--- src/rtl/vaddsub_rr_sched.sv ---
// vaddsub_rr_sched: round-robin front end sharing one FP16 add/sub pipeline.
// Subtracts issue as adds with B's sign flipped; a tag pipe routes results home.
module vaddsub_rr_sched #(
    parameter int N_REQ = 4,
    parameter int LAT   = 2,
    parameter int TAG_W = $clog2(N_REQ)
) (
    input  logic                CLK,
    input  logic                nRST,
    input  logic [N_REQ-1:0]    req_valid,
    output logic [N_REQ-1:0]    req_ready,
    input  logic [16*N_REQ-1:0] req_a,
    input  logic [16*N_REQ-1:0] req_b,
    input  logic [N_REQ-1:0]    req_sub,
    output logic [N_REQ-1:0]    resp_valid,
    output logic [15:0]         resp_data,
    output logic                resp_ovf,
    output logic                add_enable,
    output logic [15:0]         add_a,
    output logic [15:0]         add_b,
    input  logic [15:0]         add_out,
    input  logic                add_overflow,
    input  logic                add_out_valid,
    output logic                busy,
    output logic                err_orphan
);
    logic [TAG_W-1:0] ptr;
    logic [TAG_W-1:0] grant;
    logic [TAG_W-1:0] nxt_ptr;
    logic [TAG_W-1:0] iss_tag;
    logic             any;
    logic [15:0]      sel_a;
    logic [15:0]      sel_b;
    logic             sel_sub;
    logic [LAT-1:0]   stg_v;
    logic [TAG_W-1:0] stg_t [LAT];
    logic             last_v;
    logic [TAG_W-1:0] last_t;

    // Two passes: indices at/after ptr first, then wrap to the low indices.
    always_comb begin
        grant = '0;
        any   = 1'b0;
        for (int i = 0; i < N_REQ; i++) begin
            if (!any && i >= int'(ptr) && req_valid[i]) begin
                any   = 1'b1;
                grant = TAG_W'(i);
            end
        end
        for (int i = 0; i < N_REQ; i++) begin
            if (!any && req_valid[i]) begin
                any   = 1'b1;
                grant = TAG_W'(i);
            end
        end
    end

    always_comb begin
        sel_a     = '0;
        sel_b     = '0;
        sel_sub   = 1'b0;
        req_ready = '0;
        for (int i = 0; i < N_REQ; i++) begin
            if (grant == TAG_W'(i)) begin
                sel_a   = req_a[16*i +: 16];
                sel_b   = req_b[16*i +: 16];
                sel_sub = req_sub[i];
            end
            req_ready[i] = any && (grant == TAG_W'(i));
        end
    end

    assign nxt_ptr = (grant == TAG_W'(N_REQ-1)) ? '0 : grant + 1'b1;
    assign last_v  = stg_v[LAT-1];
    assign last_t  = stg_t[LAT-1];

    always_comb begin
        resp_valid = '0;
        for (int i = 0; i < N_REQ; i++) begin
            resp_valid[i] = last_v && add_out_valid && (last_t == TAG_W'(i));
        end
    end

    assign resp_data = add_out;
    assign resp_ovf  = add_overflow;
    assign busy      = add_enable | (|stg_v);

    always_ff @(posedge CLK or negedge nRST) begin
        if (!nRST) begin
            ptr        <= '0;
            add_enable <= 1'b0;
            add_a      <= '0;
            add_b      <= '0;
            iss_tag    <= '0;
            stg_v      <= '0;
            err_orphan <= 1'b0;
            for (int k = 0; k < LAT; k++) begin
                stg_t[k] <= '0;
            end
        end else begin
            add_enable <= any;
            iss_tag    <= grant;
            if (any) begin
                ptr   <= nxt_ptr;
                add_a <= sel_a;
                add_b <= sel_b ^ {sel_sub, 15'b0};
            end
            stg_v[0] <= add_enable;
            stg_t[0] <= iss_tag;
            for (int k = 1; k < LAT; k++) begin
                stg_v[k] <= stg_v[k-1];
                stg_t[k] <= stg_t[k-1];
            end
            if (last_v != add_out_valid) begin
                err_orphan <= 1'b1;
            end
        end
    end
endmodule

--- config.mk ---
export PLATFORM = sky130hd
export DESIGN_NAME = vaddsub_rr_sched
export DESIGN_NICKNAME = d
export VERILOG_FILES = /design/src/rtl/vaddsub_rr_sched.sv
export SDC_FILE = /design/constraint.sdc
export NUM_CORES = 1
export LEC_CHECK = 0
export CAP_MARGIN = 5
export CORE_AREA = 5 5 80 82
export CTS_BUF_LIST = sky130_fd_sc_hd__clkbuf_4
export CTS_CLUSTER_DIAMETER = 150
export DETAILED_ROUTE_END_ITERATION = 7
export DIE_AREA = 0 0 85 87
export DONT_BUFFER_PORTS = 1
export PLACE_DENSITY = 0.67
export SETUP_SLACK_MARGIN = 0.15
export SLEW_MARGIN = 15
export SYNTH_ARGS = -nofsm -noshare
export SYNTH_HDL_FRONTEND = slang
export SYNTH_SLANG_ARGS = --single-unit
--- constraint.sdc ---
create_clock -name CLK -period 2.09 [get_ports CLK]
set_input_delay 0.209 -clock CLK [delete_from_list [all_inputs] [get_ports CLK]]
set_output_delay 0.209 -clock CLK [all_outputs]
set_load 0.02 [all_outputs]
==> flow_summary.yaml, run 1 <==
floorplan:
  core_sq_um: 5680
  die_y_um: 87
  io_pins: 216
  die-width_um: 85
  dieArea_sq_um: 7400
  rows: 28
  initial_utilization: 0.482
clock_network:
  cts_tree: "built"
  numCtsBuffers: 5
  cts_root_buf: "clkbuf_4"
  path_clk_slew_ns: 0.13
  clockBufferDepth: 2
  clkSinkCount: 44
  clock_latency_ns: 0.35
  cts_max_level: 2
global_routing:
  grt_max_degree: 45
  overflow: 0
  grt_pass1_wl_um: 13300
  antenna_found_initial: 0
  track_usage: 0.232
  first_global_vias: 2486
drt:
  first_pass_iters: 4
  route.met2.wl_um: 4280
  dr.max_layer_used: "met4"
  vias_per_cell: 6.63
  wl_per_cell_um: 24.1
  drt_iter0_markers: 93
  drcViolationCount: 0
  wl_met3_um: 975
  met1Wirelength_um: 3310
  wl_um: 8780
  dr_total_vias: 2412
  ant_nets: 0
power:
  pwr-share-comb: 0.512
  total_power_mw: 4.96
  vdd_drop_max_v: 0.000722
  cellPowerDensity_nw_per_um2: 1620
  clkPwrFrac: 0.104
  p_leak_nw: 1.22
  p_int_mw: 2.76
  power.switching_mw: 2.21
  switching_share: 0.445
  p_seq_frac: 0.384
setup_path:
  critPathArrivalTime_ns: 2.41
  rrSetupSlack_ns: -0.08
  cp-start-kind: "flip-flop"
  endpoint_kind: "flip-flop"
  required_ns: 2.33
  worst-path-buf-inv: 2
  path_max_fanout: 6
  crit_family: "compound AO/OA/AOI/OAI gates"
  crit_type: "reg2reg"
  crit_chain: "mux2i_1 > o221ai_2 > inv_2 > ha_4 > bufbuf_16 > a221o_1 > o211ai_1 > a21oi_2"
  cp_slowest_cell: "dfrtp_2"
  max_stage_delay_ns: 0.47
sta:
  worst_pin_slew_ns: 0.679
  layout_min_cycle_time_ns: 2.17
  setup-tns-final_ns: -1.19
  rsz0062_at_grt: "true"
  worst_slack_ns: -0.0824
  fmax_mhz: 460
  setup_viol: 28
  final_hold_viol_count: 0
  maxSlewViolCount: 0
  skew_ns: 0.0110
  max_slew_margin: 0.546
  fin_crit_sh: 1.04
placed_design:
  gp_congestion: 0.805
  dp.cells: 344
  hpwl_um: 6190
  io_buffer_count: 0
run_status:
  failed_checks: "setup timing"
  status: "finished with violations"
logic_synthesis:
  synth_top_area_frac: 0.403
  ys.warnings.count: 0
  syn_nets: 458
  ys_types: 33
  yosys.area.top_type: "dfrtp_1"
  syn_inst: 297
  syn_avg_cell_area_sq_um: 9.20
  ys_ff_latch: 44
  synth_area_leaders: "dfrtp_1 40%, a221o_1 11%, a21oi_1 9.5%"
  yosysSeqAreaShare: 0.403
  syn_area_sq_um: 2730
final_layout:
  syn2layout_area_growth_pct: 12.4
  final_nets: 449
  most-common-layout-cells: "51 x a21oi_1, 43 x dfrtp_1, 37 x nor2_1, 31 x o211ai_1, 30 x a221o_1"
  drive_above_1_share: 0.221
  n_antenna_cell: 0
  instances_no_fill: 364
  final_common_cell: "a21oi_1"
worst_hold_path:
  hp-class: "in2reg"
job:
  drv_cap: 0
## worst reg2reg max path, stage by stage, from the launching register on
cell and delay [ns]:
dfrtp_2 0.47, mux2i_1 0.14, o221ai_2 0.33, inv_2 0.13, ha_4 0.23, bufbuf_16 0.27
a221o_1 0.30, o211ai_1 0.11, a21oi_2 0.07
## cell usage after synthesis
library cell	number
mux2i_1	1
a221oi_1	1
dfrtp_1	44
xnor2_1	1
a21oi_1	52
inv_2	1
ha_1	5
o211ai_1	31
inv_1	4
nor2_1	39
a221o_1	30
a21boi_0	1
or3_1	1
nor3b_1	1
a31oi_1	1
nor4_4	1
clkbuf_1	15
and3_1	1
or2_2	1
nor2b_2	1
a21oi_2	11
o21ai_0	2
nand2_1	9
o221ai_1	2
buf_4	17
and3b_1	1
buf_2	11
xor2_1	3
o21a_1	1
o221a_2	1
and2_1	2
a22o_1	2
buf_6	3
## sequential cells by signal, summed over array words and instances (netlist names)
register and count:
add_a 16, add_b 16, iss_tag 2, last_t 2, ptr 2, stg_t 2
stg_v 2, add_enable 1, err_orphan 1
## layer usage
layer,global-route usage,up-vias
met4,0.0806,0
met1,0.271,1162
li1,-,1074
met3,0.0918,23
met5,0,-
met2,0.387,153
## power by group through the flow
| stage | clock network [mW] | logic, mW | registers, mW |
|---|---|---|---|
| final | 0.516 | 2.54 | 1.90 |
| after global routing | 0.586 | 2.78 | 1.95 |
| after CTS | 0.540 | 2.52 | 1.91 |
| after detailed placement | 0 | 2.19 | 1.93 |
| after global placement | 0 | 2.14 | 1.92 |
| after floorplan | 0 | 1.79 | 1.81 |
## cells by family after synthesis
kind of cell             synth area share
AO/OA/AOI/OAI                       0.357
AND/OR/NAND/NOR                    0.0943
buffers and inverters               0.107
flip-flops                          0.403
adder cells (fa/ha/maj)            0.0229
XOR/XNOR                           0.0128
multiplexers                      0.00366
## area by class of cell
class,count,area (sq um)
timing repair buffer,30,355
fill,542,2600
clock buffer,5,37.5
inverter,5,23.8
multi-input combinational,202,1420
tap,75,93.8
sequential,44,1100
clock inverter,3,37.5
## final timing paths
kind	startpoint	end	depth (start not counted)
max	ptr[1]	add_a[5]	8
min	req_a[60]	add_a[12]	2
max reg2reg	ptr[1]	add_a[5]	8
min reg2reg	iss_tag[1]	stg_t[3]	0
max in group asynchronous	nRST	ptr[1]	2
min in group asynchronous	nRST	add_a[7]	2
## repair_timing
item / in CTS / in global routing
buffers inserted: 6 / 0
pin swaps: 15 / 2
endpoints found under the hold margin: 44 / 2
gates cloned: 2 / 0
resized for setup: 17 / 4
endpoints found under the setup margin: 36 / 36
hold buffers: 2 / 2
## per-stage QoR
step	setup slack (ns)	cell area [sq um]	hold WS, ns	util
after floorplan	0.0969	2820	-0.0866	-
after global placement	0.0271	2770	-0.0854	0.488
after detailed placement	-0.0349	2770	-0.0855	0.488
after CTS	-0.0777	3050	0.0221	0.537
after global routing	-0.190	3070	0.00550	0.541
final	-0.0824	3070	0.0441	0.541
No activity file was read; power rests on OpenSTA's default activity.
==> run 2: changes to the inputs <==
- ABC_CLOCK_PERIOD_IN_PS: not set -> 2090
- GPL_TIMING_DRIVEN: not set -> 0
==> flow_summary.yaml, run 2 (synthesis gave the netlist of run 1 again) <==
drt:
  wl_um: 9570
  vias_per_cell: 6.31
  dr_total_vias: 2555
  drt_iter0_markers: 112
  drcViolationCount: 0
  ant_nets: 0
  first_pass_iters: 4
  wl_per_cell_um: 23.6
power:
  cellPowerDensity_nw_per_um2: 1530
  total_power_mw: 5.25
  p_leak_nw: 1.42
  vdd_drop_max_v: 0.000867
sta:
  skew_ns: 0.0161
  rsz0062_at_grt: "true"
  max_slew_margin: 0.548
  fmax_mhz: 431
  layout_min_cycle_time_ns: 2.32
  maxSlewViolCount: 0
  fin_crit_sh: 1.11
  setup_viol: 36
  final_hold_viol_count: 0
  worst_pin_slew_ns: 0.676
  worst_slack_ns: -0.232
run_status:
  status: "finished with violations"
  failed_checks: "setup timing"
final_layout:
  n_antenna_cell: 0
  final_nets: 490
  fill_cells: 515
  most-common-layout-cells: "50 x a21oi_1, 43 x dfrtp_1, 37 x nor2_1, 33 x buf_4, 31 x o211ai_1"
  largestRegisters: "add_a (16), add_b (16)"
  final_common_cell: "a21oi_1"
  syn2layout_area_growth_pct: 25.4
  multiInputGateArea_sq_um: 1460
  seqCellArea_sq_um: 1100
  drive_above_1_share: 0.339
job:
  drv_cap: 0
global_routing:
  antenna_found_initial: 0
  first_global_vias: 2619
  grt_max_degree: 45
  track_usage: 0.245
  grt_pass1_wl_um: 14200
  overflow: 0
placed_design:
  post-place-ws_ns: -0.392
  hpwl_um: 6860
  gp_congestion: 0.790
  io_buffer_count: 0
floorplan:
  io_pins: 216
  die_y_um: 87
  core_sq_um: 5680
  dieArea_sq_um: 7400
  die-width_um: 85
  initial_utilization: 0.482
  rows: 28
clock_network:
  numCtsBuffers: 5
  path_clk_slew_ns: 0.14
  clkSinkCount: 44
  cts_tree: "built"
  cts_max_level: 2
  clock_latency_ns: 0.36
  cts_root_buf: "clkbuf_4"
  clockBufferDepth: 2
setup_path:
  endpoint_kind: "primary output"
  path_max_fanout: 9
  crit_type: "reg2out"
  required_ns: 1.88
  critPathArrivalTime_ns: 2.11
  cp-start-kind: "flip-flop"
worst_hold_path:
  hp-class: "in2reg"
-- run 2: changes by cell type in the layout (fill, tap and decap cells not counted), sizes merged --
cell         before  now
clkinvlp          0    1
clkbuf            5   20
buf              26   56
bufbuf            1    0
bufinv            1    0
dlygate4sd3       3    1
clkinv            2    1
-- run 2: where the power goes --
part,switching (mW),internal [mW]
registers,0.669,1.23
logic,1.41,1.52
clock network,0.282,0.142
total,2.37,2.89
-- run 2: what timing repair did --
| item | CTS | global route |
|---|---|---|
| hold buffers | 2 | 0 |
| endpoints found under the hold margin | 44 | 0 |
| setup endpoints to repair | 36 | 36 |
| cloned | 1 | 2 |
| pin swaps | 9 | 9 |
| buffers inserted | 9 | 11 |
| resized for setup | 42 | 19 |
-- run 2: area by class of cell --
class                   count  area share
clock inverters             2     0.00329
repair buffers             25      0.0727
clock buffers               6      0.0131
inverters                   5     0.00840
flip-flops and latches     44       0.322
plain buffers              46       0.127
multi-input cells         202       0.426
well taps                  75      0.0274
-- run 2: final timing paths --
path	from	to	slack, ns	cells past startpoint
min in group asynchronous	nRST	add_a[6]	0.37	2
hold reg to reg	iss_tag[1]	stg_t[3]	0.37	0
setup reg to reg	ptr[1]	add_b[5]	-0.23	12
max in group asynchronous	nRST	ptr[0]	1.49	2
setup / recovery	ptr[1]	req_ready[3]	-0.23	9
hold / removal	req_a[62]	add_a[14]	0.02	2
-- run 2: critical path, stage by stage (launching register included) --
cell and delay (ns):
dfrtp_1 0.40, buf_6 0.14, mux2i_2 0.15, o221ai_2 0.30
inv_2 0.12, ha_2 0.21, clkbuf_8 0.14, inv_4 0.08
clkbuf_16 0.16, nor2_4 0.05
-- run 2: routing by layer --
layer,vias to the layer above,global-route usage,part of all wire
met3,8,0.0870,0.10
met1,1252,0.294,0.38
li1,1154,-,-
met5,-,0,0
met2,141,0.426,0.51
met4,0,0.0460,0.0093
-- run 2: through the flow --
step / TNS [ns] / utilization / hold WS, ns / cells / instance area [sq um]
CTS: -3.94 / 0.571 / 0.0376 / 392 / 3240
detailed placement: -10.79 / 0.513 / -0.0855 / 372 / 2910
finish: -6.83 / 0.604 / 0.0212 / 405 / 3430
global placement: -8.42 / 0.513 / -0.0856 / 372 / 2910
global route: -10.38 / 0.604 / 0.0315 / 405 / 3430
floorplan: 0 / - / -0.0866 / 297 / 2820
==> run 3: changes to the inputs <==
- PLACE_DENSITY: 0.67 -> 0.69
==> flow_summary.yaml, run 3 (synthesis gave the netlist of run 1 again) <==
run_status:
  status: "finished with violations"
  failed_checks: "setup timing"
sta:
  fmax_mhz: 437
  final_hold_viol_count: 0
  max_slew_margin: 0.531
  worst_slack_ns: -0.199
  layout_min_cycle_time_ns: 2.29
  maxSlewViolCount: 0
  fin_crit_sh: 1.10
  rsz0062_at_grt: "true"
  setup-tns-final_ns: -3.96
  worst_pin_slew_ns: 0.702
  skew_ns: 0.00949
  setup_viol: 34
floorplan:
  die-width_um: 85
  die_y_um: 87
  dieArea_sq_um: 7400
  rows: 28
  io_pins: 216
  initial_utilization: 0.482
  core_sq_um: 5680
power:
  vdd_drop_max_v: 0.000658
  cellPowerDensity_nw_per_um2: 1490
  p_leak_nw: 1.33
clock_network:
  clockBufferDepth: 2
  clock_latency_ns: 0.35
  numCtsBuffers: 5
  path_clk_slew_ns: 0.13
  cts_tree: "built"
  clkSinkCount: 44
  cts_root_buf: "clkbuf_4"
  cts_max_level: 2
setup_path:
  crit_chain: "buf_6 > mux2i_2 > o221ai_2 > inv_2 > buf_4 > ha_4 > clkbuf_8 > inv_8 > clkbuf_8 > nor2_4"
  crit_type: "reg2out"
  endpoint_kind: "primary output"
  max_stage_delay_ns: 0.40
  cp-start-kind: "flip-flop"
  critPathArrivalTime_ns: 2.08
  timing.rr.start: "ptr[1]"
  path_max_fanout: 8
  cp_slowest_cell: "dfrtp_1"
  rr_worst_depth: 11
  required_ns: 1.88
  r2r_end: "add_a[4]"
  rrSetupSlack_ns: -0.14
  path_common_cell: "clkbuf_8"
placed_design:
  hpwl_um: 6880
  gp_congestion: 0.827
  post-place-ws_ns: -0.380
  io_buffer_count: 0
global_routing:
  antenna_found_initial: 0
  first_global_vias: 2629
  grt_pass1_wl_um: 13800
  overflow: 0
  track_usage: 0.236
  grt_max_degree: 45
final_layout:
  most-common-layout-cells: "44 x a21oi_1, 44 x dfrtp_1, 36 x nor2_1, 31 x o211ai_1, 30 x a221o_1"
  largestRegisters: "add_a (16), add_b (16)"
  n_antenna_cell: 0
  final_nets: 474
  syn2layout_area_growth_pct: 18.0
  final_util: 0.568
  seqCellArea_sq_um: 1100
  multiInputGateArea_sq_um: 1450
  fill_cells: 533
  drive_above_1_share: 0.315
drt:
  drcViolationCount: 0
  wl_per_cell_um: 22.9
  dr_total_vias: 2506
  drt_iter0_markers: 68
  first_pass_iters: 5
  ant_nets: 0
  wl_um: 8910
  vias_per_cell: 6.44
worst_hold_path:
  hold_start: "req_a[62]"
  min_delay_path_depth: 2
  holdPathEnd: "add_a[14]"
  hp-class: "in2reg"
job:
  drv_cap: 0
## run 3: routing by layer
| layer | global-route usage | up-vias | part of all wire |
|---|---|---|---|
| met5 | 0 | - | 0 |
| met2 | 0.417 | 145 | 0.51 |
| met1 | 0.282 | 1220 | 0.38 |
| met4 | 0.0460 | 0 | 0.011 |
| met3 | 0.0766 | 9 | 0.098 |
| li1 | - | 1132 | - |
## run 3: power by group
part | total [mW] | switching, mW | internal, mW
Sequential | 1.89 | 0.661 | 1.23
Clock | 0.393 | 0.269 | 0.124
Combinational | 2.53 | 1.30 | 1.24
## run 3: layout make-up
class | count | share of cell area
plain buffers | 46 | 0.127
clock buffers | 5 | 0.0116
clock inverters | 3 | 0.00427
inverters | 5 | 0.00892
multi-input cells | 202 | 0.450
flip-flops and latches | 44 | 0.341
well taps | 75 | 0.0291
repair buffers | 9 | 0.0279
## run 3: worst max path at each step
stage / endpoint / from
finish: req_ready[3] / ptr[1]
global route: req_ready[3] / ptr[1]
CTS: req_ready[2] / ptr[1]
detailed placement: add_a[4] / ptr[1]
global placement: add_a[4] / ptr[1]
floorplan: add_a[0] / ptr[1]
## run 3: per-stage QoR
stage	area [sq um]	total power [mW]	std cells	hold slack, ns
6_report	3230	4.82	389	0.0191
5_1_grt	3230	5.17	389	0.0241
4_1_cts	3140	4.76	388	0.0431
3_5_place_dp	2910	4.12	372	-0.0843
3_3_place_gp	2910	4.05	372	-0.0847
2_1_floorplan	2820	3.60	297	-0.0866
## run 3: timing repair
action | CTS | global route
hold buffers | 2 | 0
setup endpoints to repair | 36 | 37
endpoints found under the hold margin | 44 | 0
pin swaps | 4 | 3
resized for setup | 30 | 24
setup buffers | 6 | 1
## run 3: worst max-delay path: cells and delay by family, from the launching register on
kind | cells | cell delay (ns)
DFF | 1 | 0.40
buffers and inverters | 6 | 0.71
and+or+nand+nor | 1 | 0.05
adders and majority gates | 1 | 0.14
AOI/OAI and AO/OA | 1 | 0.28
muxes | 1 | 0.15
